[src/rtl/puf_cipher_scheduler.sv]
// Sequencer for a PUF/cipher core: applies a challenge, lets the core settle, captures
// its outputs and streams them out as three bytes over a valid/ready handshake.
module puf_cipher_scheduler #(
  parameter int SETTLE_CYCLES = 4
) (
  input  logic        clock,
  input  logic        reset,
  input  logic        start,
  input  logic [3:0]  challenge_in,
  output logic [3:0]  core_challenge,
  input  logic [15:0] core_encoded_char,
  input  logic [7:0]  core_puf_response,
  output logic [7:0]  out_data,
  output logic        out_valid,
  input  logic        out_ready,
  output logic        busy,
  output logic        err_overrun
);

  // state  | meaning
  // IDLE   | waiting for start
  // SETTLE | challenge applied, counting down core settle time
  // SEND0  | presenting encoded_char[7:0]
  // SEND1  | presenting encoded_char[15:8]
  // SEND2  | presenting puf_response; a start on its transfer edge chains
  typedef enum logic [2:0] {
    IDLE   = 3'd0,
    SETTLE = 3'd1,
    SEND0  = 3'd2,
    SEND1  = 3'd3,
    SEND2  = 3'd4
  } state_t;

  localparam logic [7:0] SETTLE_INIT = 8'(SETTLE_CYCLES - 1);

  state_t      state_q, state_d;
  logic [7:0]  cnt_q, cnt_d;
  logic [3:0]  chal_q, chal_d;
  logic [15:0] enc_q, enc_d;
  logic [7:0]  puf_q, puf_d;
  logic        err_q, err_d;

  always_ff @(posedge clock or negedge reset) begin
    if (!reset) begin
      state_q <= IDLE;
      cnt_q   <= 8'h00;
      chal_q  <= 4'h0;
      enc_q   <= 16'h0000;
      puf_q   <= 8'h00;
      err_q   <= 1'b0;
    end else begin
      state_q <= state_d;
      cnt_q   <= cnt_d;
      chal_q  <= chal_d;
      enc_q   <= enc_d;
      puf_q   <= puf_d;
      err_q   <= err_d;
    end
  end

  always_comb begin
    state_d   = state_q;
    cnt_d     = cnt_q;
    chal_d    = chal_q;
    enc_d     = enc_q;
    puf_d     = puf_q;
    err_d     = err_q;
    out_valid = 1'b0;
    out_data  = 8'h00;
    case (state_q)
      IDLE: begin
        if (start) begin
          chal_d  = challenge_in;
          cnt_d   = SETTLE_INIT;
          state_d = SETTLE;
        end
      end
      SETTLE: begin
        if (start) err_d = 1'b1;
        if (cnt_q == 8'h00) begin
          enc_d   = core_encoded_char;
          puf_d   = core_puf_response;
          state_d = SEND0;
        end else begin
          cnt_d = cnt_q - 8'h01;
        end
      end
      SEND0: begin
        out_valid = 1'b1;
        out_data  = enc_q[7:0];
        if (start) err_d = 1'b1;
        if (out_ready) state_d = SEND1;
      end
      SEND1: begin
        out_valid = 1'b1;
        out_data  = enc_q[15:8];
        if (start) err_d = 1'b1;
        if (out_ready) state_d = SEND2;
      end
      SEND2: begin
        out_valid = 1'b1;
        out_data  = puf_q;
        if (out_ready) begin
          // Start coinciding with the last transfer chains straight into the next challenge.
          if (start) begin
            chal_d  = challenge_in;
            cnt_d   = SETTLE_INIT;
            state_d = SETTLE;
          end else begin
            state_d = IDLE;
          end
        end else if (start) begin
          err_d = 1'b1;
        end
      end
      default: state_d = IDLE;
    endcase
  end

  assign core_challenge = chal_q;
  assign busy           = (state_q != IDLE);
  assign err_overrun    = err_q;

endmodule
[config.mk]
export PLATFORM = sky130hd
export DESIGN_NAME = puf_cipher_scheduler
export DESIGN_NICKNAME = d
export VERILOG_FILES = /design/src/rtl/puf_cipher_scheduler.sv
export SDC_FILE = /design/constraint.sdc
export NUM_CORES = 1
export LEC_CHECK = 0
export CAP_MARGIN = 20
export CORE_ASPECT_RATIO = 0.75
export CORE_MARGIN = 5
export CORE_UTILIZATION = 50
export DETAILED_ROUTE_END_ITERATION = 8
export PLACE_DENSITY_LB_ADDON = 0.12
export SLEW_MARGIN = 30
export SYNTH_ARGS = -nofsm -noshare
export SYNTH_HDL_FRONTEND = slang
export SYNTH_SLANG_ARGS = --single-unit
[constraint.sdc]
create_clock -name clock -period 3.29 [get_ports clock]
set_clock_uncertainty 0.2 [all_clocks]
set_input_delay 0.8225 -clock clock [delete_from_list [all_inputs] [get_ports clock]]
set_output_delay 0.8225 -clock clock [all_outputs]
set_load 0.1 [all_outputs]
==> results list <==
- Critical Path End Type: output pin
- For this design the top-level I/O count stands at 47.
* Post-Syn Nets: 254
- Global routing used a little under a fifth of the available tracks across all layers.
* Most instantiated library cell after synthesis: sky130_fd_sc_hd__nand2_1
- Y dimension of the die: 63.90 um
* Total wirelength of the detailed-routed design: approximately 4300 um
* Via count of the first global-routing pass: 1623
* RSZ-0062 raised after global routing: no
- sky130_fd_sc_hd__dfrtp_1 takes more of the synthesized area than any other cell.
* Hold Fails Final Rpt: 0
* Antenna diode count: 0
- Run status: completed
* Die footprint: about 5200 um^2
* Setup TNS Final: 0 ns
- Final weighted congestion in routability-driven placement: around 0.86
- In this run the worst path has a maximum fanout of 11.
- Hold Path Class: flip-flop to flip-flop
* Pin count of the biggest net entering global routing: 41
- Area Growth Syn to Fin: 37.47%
- The initial utilization of the core area, before any placement, comes to 52.23%.
- For this block, the via count after detailed routing is about 1600.
- WS Path Type: flip-flop to output pin
- By count the netlist is led by sky130_fd_sc_hd__nand2_1, sky130_fd_sc_hd__dfrtp_1, sky130_fd_sc_hd__mux2i_1, sky130_fd_sc_hd__o21ai_0, sky130_fd_sc_hd__clkbuf_1.
- Of the cells placed in the final design, the portion with a size suffix greater than 1 is between 15 and 20%.
* Post-route clock period utilization: about 87%
* Number of design rule violations left after detail routing: 0
- For the pin with the worst max-slew slack, the measured transition is 0.6197 ns.
- Core footprint: 3709 um^2
- After clock tree synthesis, the flow added hold-fix buffers numbering 0.
- Synthesis inferred 40 register bits.
- Once the clock tree was built, the resizer swapped 0 gates to a different size.
* CP arrival: 1.82 ns
- After global routing the overflow that remains totals 0.
- On the critical path the largest part of the delay comes from flip-flops.
- Startpoint type of the worst setup path: flip-flop
- Post-CTS repair timing setup buffer count: 0
- By area the synthesized netlist is led by sky130_fd_sc_hd__dfrtp_1, sky130_fd_sc_hd__nand2_1, sky130_fd_sc_hd__mux2i_1.
- In this run the horizontal extent of the chip is 81.87 um.
- After synthesis the cells add up to 1937 um^2.
- The slowest stage of the critical path belongs to the cell sky130_fd_sc_hd__dfrtp_1.
- Clock latency at the later pin of the worst-skew pair: around 0.29 ns
- Worst max-slew margin expressed relative to the limit: between 50% and 60%
- Max Transition Viols Final: 0
- The pre-antenna-repair detailed-routing pass consisted of 4 iterations.
* Mean cell area of the mapped netlist: ~8.8 um^2
- Required time reported for the critical path endpoint: 2.27 ns
- In the synthesized netlist the async set-or-reset flop fraction comes to 100.0%.
- The longest clock path from root to sink contains 2 buffers.
* Residual antenna-violating net count after detailed routing: 0
* Root buf cell: sky130_fd_sc_hd__clkbuf_8
- The most used flip-flop cell after synthesis is sky130_fd_sc_hd__dfrtp_1.
* Wire length of the first global-routing pass: 7493 um
- Yosys mapped a number of flops with a built-in enable equal to 0.
* Count of maximum capacitance violations: 0
* Post-synth top area share: 51.68%
- Routed via count divided by cell count: approximately 5
- Highest achievable clock rate: between 0.3 and 0.4 GHz
* Count of filler cells inserted in the layout: 302
- DPL Wire Length: 3080 um
- Final routed wire length divided by cell count: 13.45 um
- The number of buffers and inverters on the critical path is 1.
- Worst hold margin: 0.2763 ns
- Clock-pin slew reported for the worst setup and hold paths after clock tree synthesis: about 0.08 ns
- Port Buffers: between 40 and 50
* Count of cell types in the netlist: 31
* Cells after synthesis: 220
- Setup violations remaining at the end of the flow were counted as 0.
- Minimum clock period after layout: 2.846 ns
- Row Count: 19
* TritonCTS clock tree: yes
* DRC violation total after the first TritonRoute iteration: 117
- Series of cell instances along the critical path: nand2b_1 > o21ai_2 > buf_12
* Share of the yosys chip area belonging to registers: 51.68%
* Depth of the CTS H-tree: 2
* Number of synthesis warnings: 0
* Total CTS buffers: 5
- Slowest cell delay on critical path: 0.49 ns
- Initial antenna violation count: 0
- At the end of the flow, the number of nets in the layout was roughly 300.
- Clock tree synthesis found a total of 40 sinks.
==> logic make-up after synthesis <==
group                      share of synthesized area [%]
xor gates and xnor gates                          0.4523
and+or+nand+nor                                    26.74
AOI/OAI and AO/OA                                  8.657
muxes                                              8.010
DFF                                                51.68
buffers and inverters                              3.165
adders and majority gates                          1.292
==> final timing paths <==
| kind | slack (ns) | endpoint | startpoint | cells after the start |
|---|---|---|---|---|
| max | 0.44 | out_data[2] | state_q[2] | 3 |
| min | 0.28 | enc_q[5] | enc_q[5] | 2 |
| max reg2reg | 1.02 | puf_q[5] | cnt_q[0] | 7 |
| min reg2reg | 0.28 | enc_q[5] | enc_q[5] | 2 |
| max in group asynchronous | 2.26 | core_challenge[2] | reset | 1 |
| min in group asynchronous | 0.29 | enc_q[12] | reset | 1 |
==> state kept, by name, indices dropped and copies added, names as in the netlist <==
signal / flops
enc_q: 16
err_overrun: 1
state_q: 3
cnt_q: 8
puf_q: 8
core_challenge: 4
==> final cells by class <==
class,instances,area (um^2),area share (%)
multi-input cells,164,904.6,33.98
inverters,4,15.01,0.5639
clock inverters,3,42.54,1.598
well taps,52,65.06,2.444
flip-flops and latches,40,1001,37.59
repair buffers,52,565.5,21.24
clock buffers,5,68.82,2.585
==> worst min-delay path, delay by kind of cell, from the launching register on <==
| kind | cells | cell delay, ns |
|---|---|---|
| simple gates | 2 | 0.11 |
| flops | 1 | 0.34 |
==> placed cells by master (no fill, tap or decap), types with 3 or more instances in the layout <==
cell type,Yosys,final
sky130_fd_sc_hd__buf_12,0,8
sky130_fd_sc_hd__clkdlybuf4s50_1,0,30
sky130_fd_sc_hd__nand3_1,3,3
sky130_fd_sc_hd__mux2i_1,11,11
sky130_fd_sc_hd__dfrtp_1,40,40
sky130_fd_sc_hd__nand2_1,90,90
sky130_fd_sc_hd__nor2_1,3,3
sky130_fd_sc_hd__a21oi_1,6,6
sky130_fd_sc_hd__clkbuf_8,0,5
sky130_fd_sc_hd__nand2b_1,7,7
sky130_fd_sc_hd__inv_1,4,4
sky130_fd_sc_hd__or4_1,5,5
sky130_fd_sc_hd__nor3b_1,3,3
sky130_fd_sc_hd__o21ai_2,0,8
sky130_fd_sc_hd__buf_4,0,14
sky130_fd_sc_hd__mux2_2,4,4
sky130_fd_sc_hd__o31ai_1,3,3
==> per-stage QoR <==
stage | std cells | util, % | area [um^2] | setup slack (ns)
after global routing | 320 | 71.79 | 2663 | 0.3537
after floorplan | 220 | - | 1967 | 0.3128
final | 320 | 71.79 | 2663 | 0.4441
after CTS | 320 | 71.73 | 2660 | 0.4434
after global placement | 312 | 68.72 | 2549 | 0.5038
after detailed placement | 312 | 68.72 | 2549 | 0.4488
==> per-layer routing <==
| metal | track usage [%] | up-vias | wire [um] |
|---|---|---|---|
| met2 | 27.32 | 43 | 1896 |
| met4 | 6.639 | 0 | 46 |
| met3 | 5.056 | 5 | 308 |
| met1 | 25.94 | 771 | 2053 |
| met5 | 0 | - | 0 |
| li1 | - | 826 | - |
Power is not shown: default switching activity piles up to over one toggle a cycle in this logic, so the estimate is an artifact.
==> variant, RTL diff (config.mk and constraints unchanged) <==
Make the reset (`reset`) synchronous in one clocked block.
--- a/src/rtl/puf_cipher_scheduler.sv
+++ b/src/rtl/puf_cipher_scheduler.sv
@@ -40,7 +40,7 @@
   logic [7:0]  puf_q, puf_d;
   logic        err_q, err_d;
 
-  always_ff @(posedge clock or negedge reset) begin
+  always_ff @(posedge clock) begin
     if (!reset) begin
       state_q <= IDLE;
       cnt_q   <= 8'h00;
Behaviour: differs if reset is asserted again (counterexample within 4 cycles, from zero or initial values and one cycle with reset low); with reset held inactive, the same outputs for 10 cycles.
==> variant against the original RTL <==
  * Register-to-register slack improved by 0.02 ns
  * Sequential cell count stayed put
  * Critical path depth stayed put
  * Area after synthesis shrank 4.1%
  * Cell area fell by 2.4%
  * Die area down 3.5%
  * Worst setup slack got worse by 0.058 ns
  * Wire length increased by 2.1%
  * Sequential share of layout area down 6.8 points
  * Critical path type unchanged
  * Critical endpoint is now out_data[5]
  * Largest cell class is now multi-input combinational cells
==> variant: results (changes against the original RTL) <==
[metrics] result of the run: finished clean
[metrics] clk cell area share: 4.86% (+0.68 points)
[metrics] share of final-layout standard cells stronger than drive strength 1: 15.1% (-0.99 points)
[metrics] global-route usage over all layers: 18.2% (-0.25 points)
[metrics] portion of the post-synthesis area used by sequential elements: 43.1% (-8.6 points)
[metrics] async set-reset flop share out of synthesis: 0% (-100 points)
[metrics] DRT iter0 DRCs: 77 (-34%)
[metrics] signal buffers share of area: 22.5% (+1.3 points)
[metrics] gpl congestion: 0.942 (+9.2%)
[metrics] portion of netlist area occupied by mux cells: 7.00% (-1.0 points)
[metrics] non-clock buffer count in the final layout: 51 (-1.9%)
[metrics] total number of multi-input combinational cells: 172 (+4.9%)
[metrics] pin count of the biggest net entering global routing: 31 (-24%)
[metrics] synthesized-area fraction occupied by ao, oa, aoi and oai cells: 19.1% (+10 points)
[metrics] post-placement cell area: 2470 um2 (-3.0%)
[metrics] largest driver fanout on the critical path: 12 (+1)
[metrics] post-layout power: 1.60 mW
[metrics] adder-cell area share of the yosys netlist: 1.35% (+0.055 points)
[metrics] count of unique library cells instantiated by Yosys: 40 (+29%)
[metrics] footprint of the flip-flops and latches: 801 um2 (-20%)
[metrics] total of clock buffers placed in the layout: 7 (+2)
[metrics] first-pass GRT wire length: 7.13 mm (-4.8%)
[metrics] area of the multi-input gates: 991 um2 (+9.5%)
[metrics] data arrival time at the worst-slack endpoint: 1.88 ns (+0.06 ns)
[metrics] mean area per synthesized cell: 7.97 um2 (-9.4%)
[metrics] Area contributors post-synth: dfxtp_1 (43%), nand2_1 (12%), a21oi_1 (8.9%)
[metrics] Inverters: 8 (+4)
[metrics] share of cell area taken by multi-input logic gates: 38.1% (+4.2 points)
[metrics] top cells by instance count after synthesis: nand2_1 (61), dfxtp_1 (40), a21oi_1 (33), mux2i_1 (13), o21ai_1 (12)
[metrics] headroom to the max-slew limit: 50.9% (-7.8 points)
[metrics] xor and xnor area share after synthesis: 0% (-0.45 points)
[metrics] DP Worst Slack: 0.566 ns (+0.117 ns)
[metrics] via count of the first global-routing pass: 1570 (-3.3%)
[metrics] average vias per placed instance: 5.11 (-0.50%)
[metrics] dpl cells: 323 (+3.5%)
[variant: changes by cell type after synthesis, sizes merged, moves of 3 or more]
cell,change
a21oi,+27
buf,+3
dfrtp,-40
dfxtp,+40
inv,+4
mux2,-4
nand2,-29
nand2b,-3
nor2,+5
o21ai,+3
or3,+4
[variant: routing by layer]
layer / vias up / track usage (%) / wire length [um]
met1: 746 / 23.3 / 2070
met4: 0 / 8.02 / 79
li1: 889 / - / -
met3: 8 / 5.33 / 320
met5: - / 0 / 0
met2: 50 / 28.2 / 1920
[variant: final timing paths]
kind / from / to / slack [ns] / depth (start not counted)
max: state_q[1] / out_data[5] / 0.39 / 3
min reg2reg: enc_q[13] / enc_q[13] / 0.26 / 2
min: enc_q[13] / enc_q[13] / 0.26 / 2
max reg2reg: cnt_q[0] / cnt_q[7] / 1.04 / 7
[variant: worst max-delay path: stages (launching register included)]
cell and delay (ns):
dfxtp_1 0.52, nand2b_1 0.47, o21ai_2 0.37, buf_12 0.21
